**src/rtl/fb_write_arbiter.sv**
```systemverilog
// Frame buffer write-port owner for a 320x240 RGB565 display.
// Two pixel requesters share the single write port through round-robin
// arbitration. A full-screen fill engine takes the port exclusively and
// starts only during vertical blanking. All frame buffer outputs are registered.
`timescale 1ns/1ps

module fb_write_arbiter #(
    parameter int WIDTH  = 320,
    parameter int HEIGHT = 240,
    parameter int ADDR_W = 17,
    parameter int PIX_W  = 16
) (
    input  logic              clk,
    input  logic              reset,
    input  logic              vblank,

    input  logic              clear_start,
    input  logic [PIX_W-1:0]  clear_color,
    output logic              clear_busy,

    input  logic              req0_valid,
    output logic              req0_ready,
    input  logic [8:0]        req0_x,
    input  logic [7:0]        req0_y,
    input  logic [PIX_W-1:0]  req0_pixel,

    input  logic              req1_valid,
    output logic              req1_ready,
    input  logic [8:0]        req1_x,
    input  logic [7:0]        req1_y,
    input  logic [PIX_W-1:0]  req1_pixel,

    output logic              fb_we,
    output logic [ADDR_W-1:0] fb_addr,
    output logic [PIX_W-1:0]  fb_pixel,
    output logic [15:0]       drop_count
);

    typedef enum logic [1:0] {
        IDLE     = 2'd0,
        CLR_WAIT = 2'd1,
        CLR_RUN  = 2'd2
    } state_t;

    // Address of the final pixel; the fill stops after writing it.
    localparam logic [ADDR_W-1:0] LAST_ADDR = ADDR_W'(WIDTH * HEIGHT - 1);
    localparam logic [15:0]       DROP_MAX  = 16'hFFFF;

    state_t             state;
    logic               last_grant;   // 0: req0 won last, 1: req1 won last
    logic [PIX_W-1:0]   fill_color;

    logic               arb_open;
    logic               grant0;
    logic               grant1;
    logic               grant_any;
    logic [8:0]         sel_x;
    logic [7:0]         sel_y;
    logic [PIX_W-1:0]   sel_pixel;
    logic               in_range;
    logic [ADDR_W-1:0]  lin_addr;

    // Requesters are only served in IDLE; a clear request in the same cycle
    // takes priority, and nothing is accepted while reset is held.
    assign arb_open = (state == IDLE) && !clear_start && !reset;

    // Round-robin: on a tie the requester that did not win last time is served.
    assign grant0    = arb_open && req0_valid && (!req1_valid ||  last_grant);
    assign grant1    = arb_open && req1_valid && (!req0_valid || !last_grant);
    assign grant_any = grant0 || grant1;

    assign req0_ready = grant0;
    assign req1_ready = grant1;

    // Route the winning requester's coordinates and colour to the write path.
    always_comb begin
        // NOTE: every output of a combinational block gets a default first so
        // no path leaves it unassigned, which would infer a latch.
        sel_x     = req0_x;
        sel_y     = req0_y;
        sel_pixel = req0_pixel;
        if (grant1) begin
            sel_x     = req1_x;
            sel_y     = req1_y;
            sel_pixel = req1_pixel;
        end
    end

    // Coordinates outside the screen are accepted but turned into drops.
    assign in_range = (32'(sel_x) < WIDTH) && (32'(sel_y) < HEIGHT);

    // Row-major linear address; bounded by LAST_ADDR for in-range input.
    assign lin_addr = ADDR_W'(sel_y) * ADDR_W'(WIDTH) + ADDR_W'(sel_x);

    // Control FSM plus all registered frame buffer outputs and the drop counter.
    always_ff @(posedge clk) begin
        // NOTE: sequential state uses non-blocking assignments only, so every
        // register samples pre-edge values regardless of statement order.
        if (reset) begin
            state      <= IDLE;
            last_grant <= 1'b1;
            fill_color <= '0;
            clear_busy <= 1'b0;
            fb_we      <= 1'b0;
            fb_addr    <= '0;
            fb_pixel   <= '0;
            drop_count <= '0;
        end else begin
            // Write enable is a single-cycle strobe; address and data hold.
            fb_we <= 1'b0;

            unique case (state)
                IDLE: begin
                    if (clear_start) begin
                        state      <= CLR_WAIT;
                        fill_color <= clear_color;
                        clear_busy <= 1'b1;
                    end else if (grant_any) begin
                        last_grant <= grant1;
                        if (in_range) begin
                            fb_we    <= 1'b1;
                            fb_addr  <= lin_addr;
                            fb_pixel <= sel_pixel;
                        end else if (drop_count != DROP_MAX) begin
                            drop_count <= drop_count + 16'd1;
                        end
                    end
                end

                CLR_WAIT: begin
                    // Wait for blanking so the fill does not tear a visible frame.
                    if (vblank) begin
                        state    <= CLR_RUN;
                        fb_we    <= 1'b1;
                        fb_addr  <= '0;
                        fb_pixel <= fill_color;
                    end
                end

                CLR_RUN: begin
                    // fb_addr doubles as the fill counter; vblank no longer matters.
                    if (fb_addr == LAST_ADDR) begin
                        state      <= IDLE;
                        clear_busy <= 1'b0;
                    end else begin
                        fb_we   <= 1'b1;
                        fb_addr <= fb_addr + ADDR_W'(1);
                    end
                end

                default: begin
                    state      <= IDLE;
                    clear_busy <= 1'b0;
                end
            endcase
        end
    end

endmodule

```
**config.mk**
```make
export PLATFORM = sky130hd
export DESIGN_NAME = fb_write_arbiter
export DESIGN_NICKNAME = d
export VERILOG_FILES = /design/src/rtl/fb_write_arbiter.sv
export SDC_FILE = /design/constraint.sdc
export NUM_CORES = 1
export LEC_CHECK = 0
export BUFFER_PORTS_ARGS = -buffer_cell sky130_fd_sc_hd__buf_2
export CORE_MARGIN = 3
export CORE_UTILIZATION = 53
export CTS_BUF_LIST = sky130_fd_sc_hd__clkbuf_4 sky130_fd_sc_hd__clkbuf_8
export DETAILED_ROUTE_END_ITERATION = 12
export HOLD_SLACK_MARGIN = 0.08
export MAX_ROUTING_LAYER = met4
export PLACE_DENSITY = 0.83
export SLEW_MARGIN = 20
export SYNTH_ARGS = -nofsm -noshare
export SYNTH_HDL_FRONTEND = slang
export SYNTH_SLANG_ARGS = --single-unit
```
**constraint.sdc**
```tcl
create_clock -name clk -period 4.6 [get_ports clk]
set_input_delay 0.92 -clock clk [delete_from_list [all_inputs] [get_ports clk]]
set_output_delay 0.92 -clock clk [all_outputs]
set_load 0.01 [all_outputs]
```
==> flow_metrics.env <==
export IMPL_setup_viol=0
export IMPL_rsz0062_at_grt="false"
export IMPL_insertion_delay_ns=0.34
export IMPL_start_util_pct=54.71
export IMPL_cp_depth=15
export IMPL_status="complete, no violations"
export IMPL_synth_seq_cells=70
export IMPL_whs_path_depth=2
export IMPL_synth_edff_count=0
export IMPL_numCtsBuffers=9
export IMPL_layout_common_cells="140 x buf_2, 71 x nand2_1, 70 x dfxtp_1"
export IMPL_skew_ns=0.01589
export IMPL_end_kind="register"
export IMPL_yosysTopAreaCell="dfxtp_1"
export IMPL_dieWidth_um=98.33
export IMPL_worst_slew_margin_rel_pct=49.67
export IMPL_wirelength_um=12110
export IMPL_post_cts_buffers=0
export IMPL_cp_start_kind="register"
export IMPL_antenna_found_initial=0
export IMPL_crit_family="adder cells"
export IMPL_period_minus_slack_ns=3.916
export IMPL_rows=33
export IMPL_vias=4594
export IMPL_num_io_pins=141
export IMPL_async_flop_share_pct=0
export IMPL_yosys_warnings=0
export IMPL_die_h_um=98.33
export IMPL_grt_use_total_pct=25.36
export IMPL_dp_cells=780
export IMPL_fp_coreArea_um2=8258
export IMPL_postCtsHoldBufs=0
export IMPL_first_global_vias=4417
export IMPL_antenna_left=0
export IMPL_synthDominantCellAreaShare_pct=31.02
export IMPL_h_tree_depth=3
export IMPL_first_pass_iters=6
export IMPL_remaining_drc_errors=0
export IMPL_cp_required_ns=4.81
export IMPL_total_leakage_power_uw=0.002540
export IMPL_hold_violations=0
export IMPL_cts_root_buf="clkbuf_8"
export IMPL_synthCells=562
export IMPL_cpPeakStageDelay_ns=0.40
export IMPL_cts_tree="built"
export IMPL_synth_area_leaders="dfxtp_1 31%, mux2i_1 9.3%, nand2_1 6.0%, ha_1 5.5%, nor2_1 4.9%"
export IMPL_slew_violations=0
export IMPL_clock_sinks=70
export IMPL_path_buf_inv=2
export IMPL_dpl_cell_area_um2=5230
export IMPL_fin_crit_sh_pct=85.13
export IMPL_clock_fmax_mhz=255.4
export IMPL_drt_initial_drc_count=416
export IMPL_holdCritPathClass="register to register"
export IMPL_ir_drop_uv=185.8
export IMPL_grt_max_degree=49
export IMPL_p_per_area_nw_per_um2=384.6
export IMPL_die_area_um2=9669
export IMPL_worst_pin_slew_ns=0.7532
export IMPL_avgSynthCellArea_um2=8.039
export IMPL_layout_cells_non_filler=796
export IMPL_antenna_cells=0
export IMPL_hpwlAfterDp_um=9072
export IMPL_crit_fanout=9
export IMPL_place_congestion=0.9398
export IMPL_ctsLongestPathBuffers=2
export IMPL_critPathArrivalTime_ns=4.12
export IMPL_critPathKind="register to register"
export IMPL_ctsResizeCount=0
export IMPL_io_buffers=140
export IMPL_r2r_cells=15
export IMPL_synth_area_um2=4518
export IMPL_nets=796
export IMPL_wire_per_inst_um=15.22
export IMPL_layout_commonest_cell="buf_2"
export IMPL_syn_nets=672
export IMPL_crit_path_cell_trace="inv_1 > ha_1 > nor3b_2 > nand2_2 > mux2i_1 > xor2_1 > ha_1 > inv_1 > fa_1 > nor2b_1 > o22ai_1 > xnor2_1 > a31oi_1 > o311ai_0 > o21ai_0"
export IMPL_yosysSeqAreaShare_pct=31.02
export IMPL_grt_overflow=0
export IMPL_slowest_stage="fa_1"
export IMPL_cts_clk_slew_worst_paths_ns=0.08
export IMPL_tns_ns=0
export IMPL_drt_vias_per_instance=5.771
export IMPL_syn2layout_area_growth_pct=19.77
export IMPL_synth_distinct_cells=63
export IMPL_r2r_slack_ns=0.68
export IMPL_drive_above_1_share_pct=26.48
export IMPL_drv_cap=0
export IMPL_synth_top_flop_cell="dfxtp_1"
export IMPL_final_area_um2=5411
export IMPL_grt_pass1_wl_um=20100
[worst register-to-register path: cells and delay by family (launching register included)]
kind | cells | cell delay [ns]
XOR/XNOR | 2 | 0.51
adder cells (fa/ha/maj) | 3 | 0.90
multiplexers | 1 | 0.38
flip-flops | 1 | 0.35
buffers and inverters | 2 | 0.17
AO/OA/AOI/OAI | 4 | 0.73
AND/OR/NAND/NOR | 3 | 0.74
[state kept, by name (all words and copies together), names as in the netlist]
register and flops:
fb_addr 17, drop_count 16, fb_pixel 16, fill_color 16, state 2, clear_busy 1, fb_we 1, last_grant 1
[worst paths after layout]
kind | from | end
worst max-delay path | state[0]$_SDFFE_PP0P_ | fb_addr[14]$_SDFFE_PP0P_
worst min-delay path | fill_color[12]$_SDFFE_PP0P_ | fill_color[12]$_SDFFE_PP0P_
worst max register to register | state[0]$_SDFFE_PP0P_ | fb_addr[14]$_SDFFE_PP0P_
worst min register to register | fill_color[12]$_SDFFE_PP0P_ | fill_color[12]$_SDFFE_PP0P_
[synth_stat cells (5+ instances only)]
library cell   n
o211ai_1       5
nand2_1       72
mux2i_1       42
a21oi_1       35
o32ai_1        5
buf_2          5
xnor2_1       21
o22ai_1        5
and3_1         5
and2_1         6
clkbuf_1      21
mux2_2         8
o21ai_0       41
nand3_1       17
nand4_1       12
dfxtp_1       70
nor4_1         8
xor2_1         7
nor2_1        59
inv_1         17
ha_1          20
a211oi_1       6
nor3_1        11
[metal layers]
| metal | share of wire (%) | wire (um) | track usage, % | up-vias |
|---|---|---|---|---|
| met2 | 47 | 5658 | 41.39 | 179 |
| met4 | 1.9 | 228 | 6.933 | 0 |
| met1 | 44 | 5298 | 31.68 | 2136 |
| met3 | 7.7 | 927 | 5.643 | 18 |
| met5 | 0 | 0 | - | - |
| li1 | - | - | - | 2261 |
[per-stage QoR]
step                      util (%)  hold slack, ns  power (uW)  setup WS [ns]
final                        65.53          0.4596        2081         0.6839
after global routing         65.53          0.4899        2226         0.2964
after CTS                    65.50          0.4599        2084         0.6759
after detailed placement     63.33          0.4486        1627         0.3584
after global placement       63.33          0.4425        1600         0.5622
after floorplan                  -          0.4366        1395         0.4988
[final cells by class]
| type | count | area, um2 |
|---|---|---|
| clock buffers | 11 | 145.1 |
| clock inverters | 5 | 33.78 |
| fillers | 717 | 2846 |
| inverters | 17 | 63.81 |
| multi-input cells | 445 | 2913 |
| flip-flops and latches | 70 | 1401 |
| well taps | 105 | 131.4 |
| repair buffers | 143 | 723.2 |
[power breakdown]
| part | internal (uW) | switching, uW | leakage [uW] | total [uW] |
|---|---|---|---|---|
| logic | 336 | 503 | 0.00188 | 839 |
| registers | 697 | 89.9 | 0.000570 | 787 |
| clock network | 217 | 239 | 0.0000891 | 455 |
| total | 1250 | 831 | 0.00254 | 2080 |
[cells by family (layout without fill, tap and decap cells)]
logic type,Yosys count,count (layout),share of synthesized area (%)
XOR/XNOR,28,28,5.428
adder cells (fa/ha/maj),22,22,6.425
AO/OA/AOI/OAI,129,129,18.19
AND/OR/NAND/NOR,216,216,23.01
buffers and inverters,47,176,4.625
flip-flops,70,70,31.02
multiplexers,50,50,11.30
(Power assumes the default switching activity.)
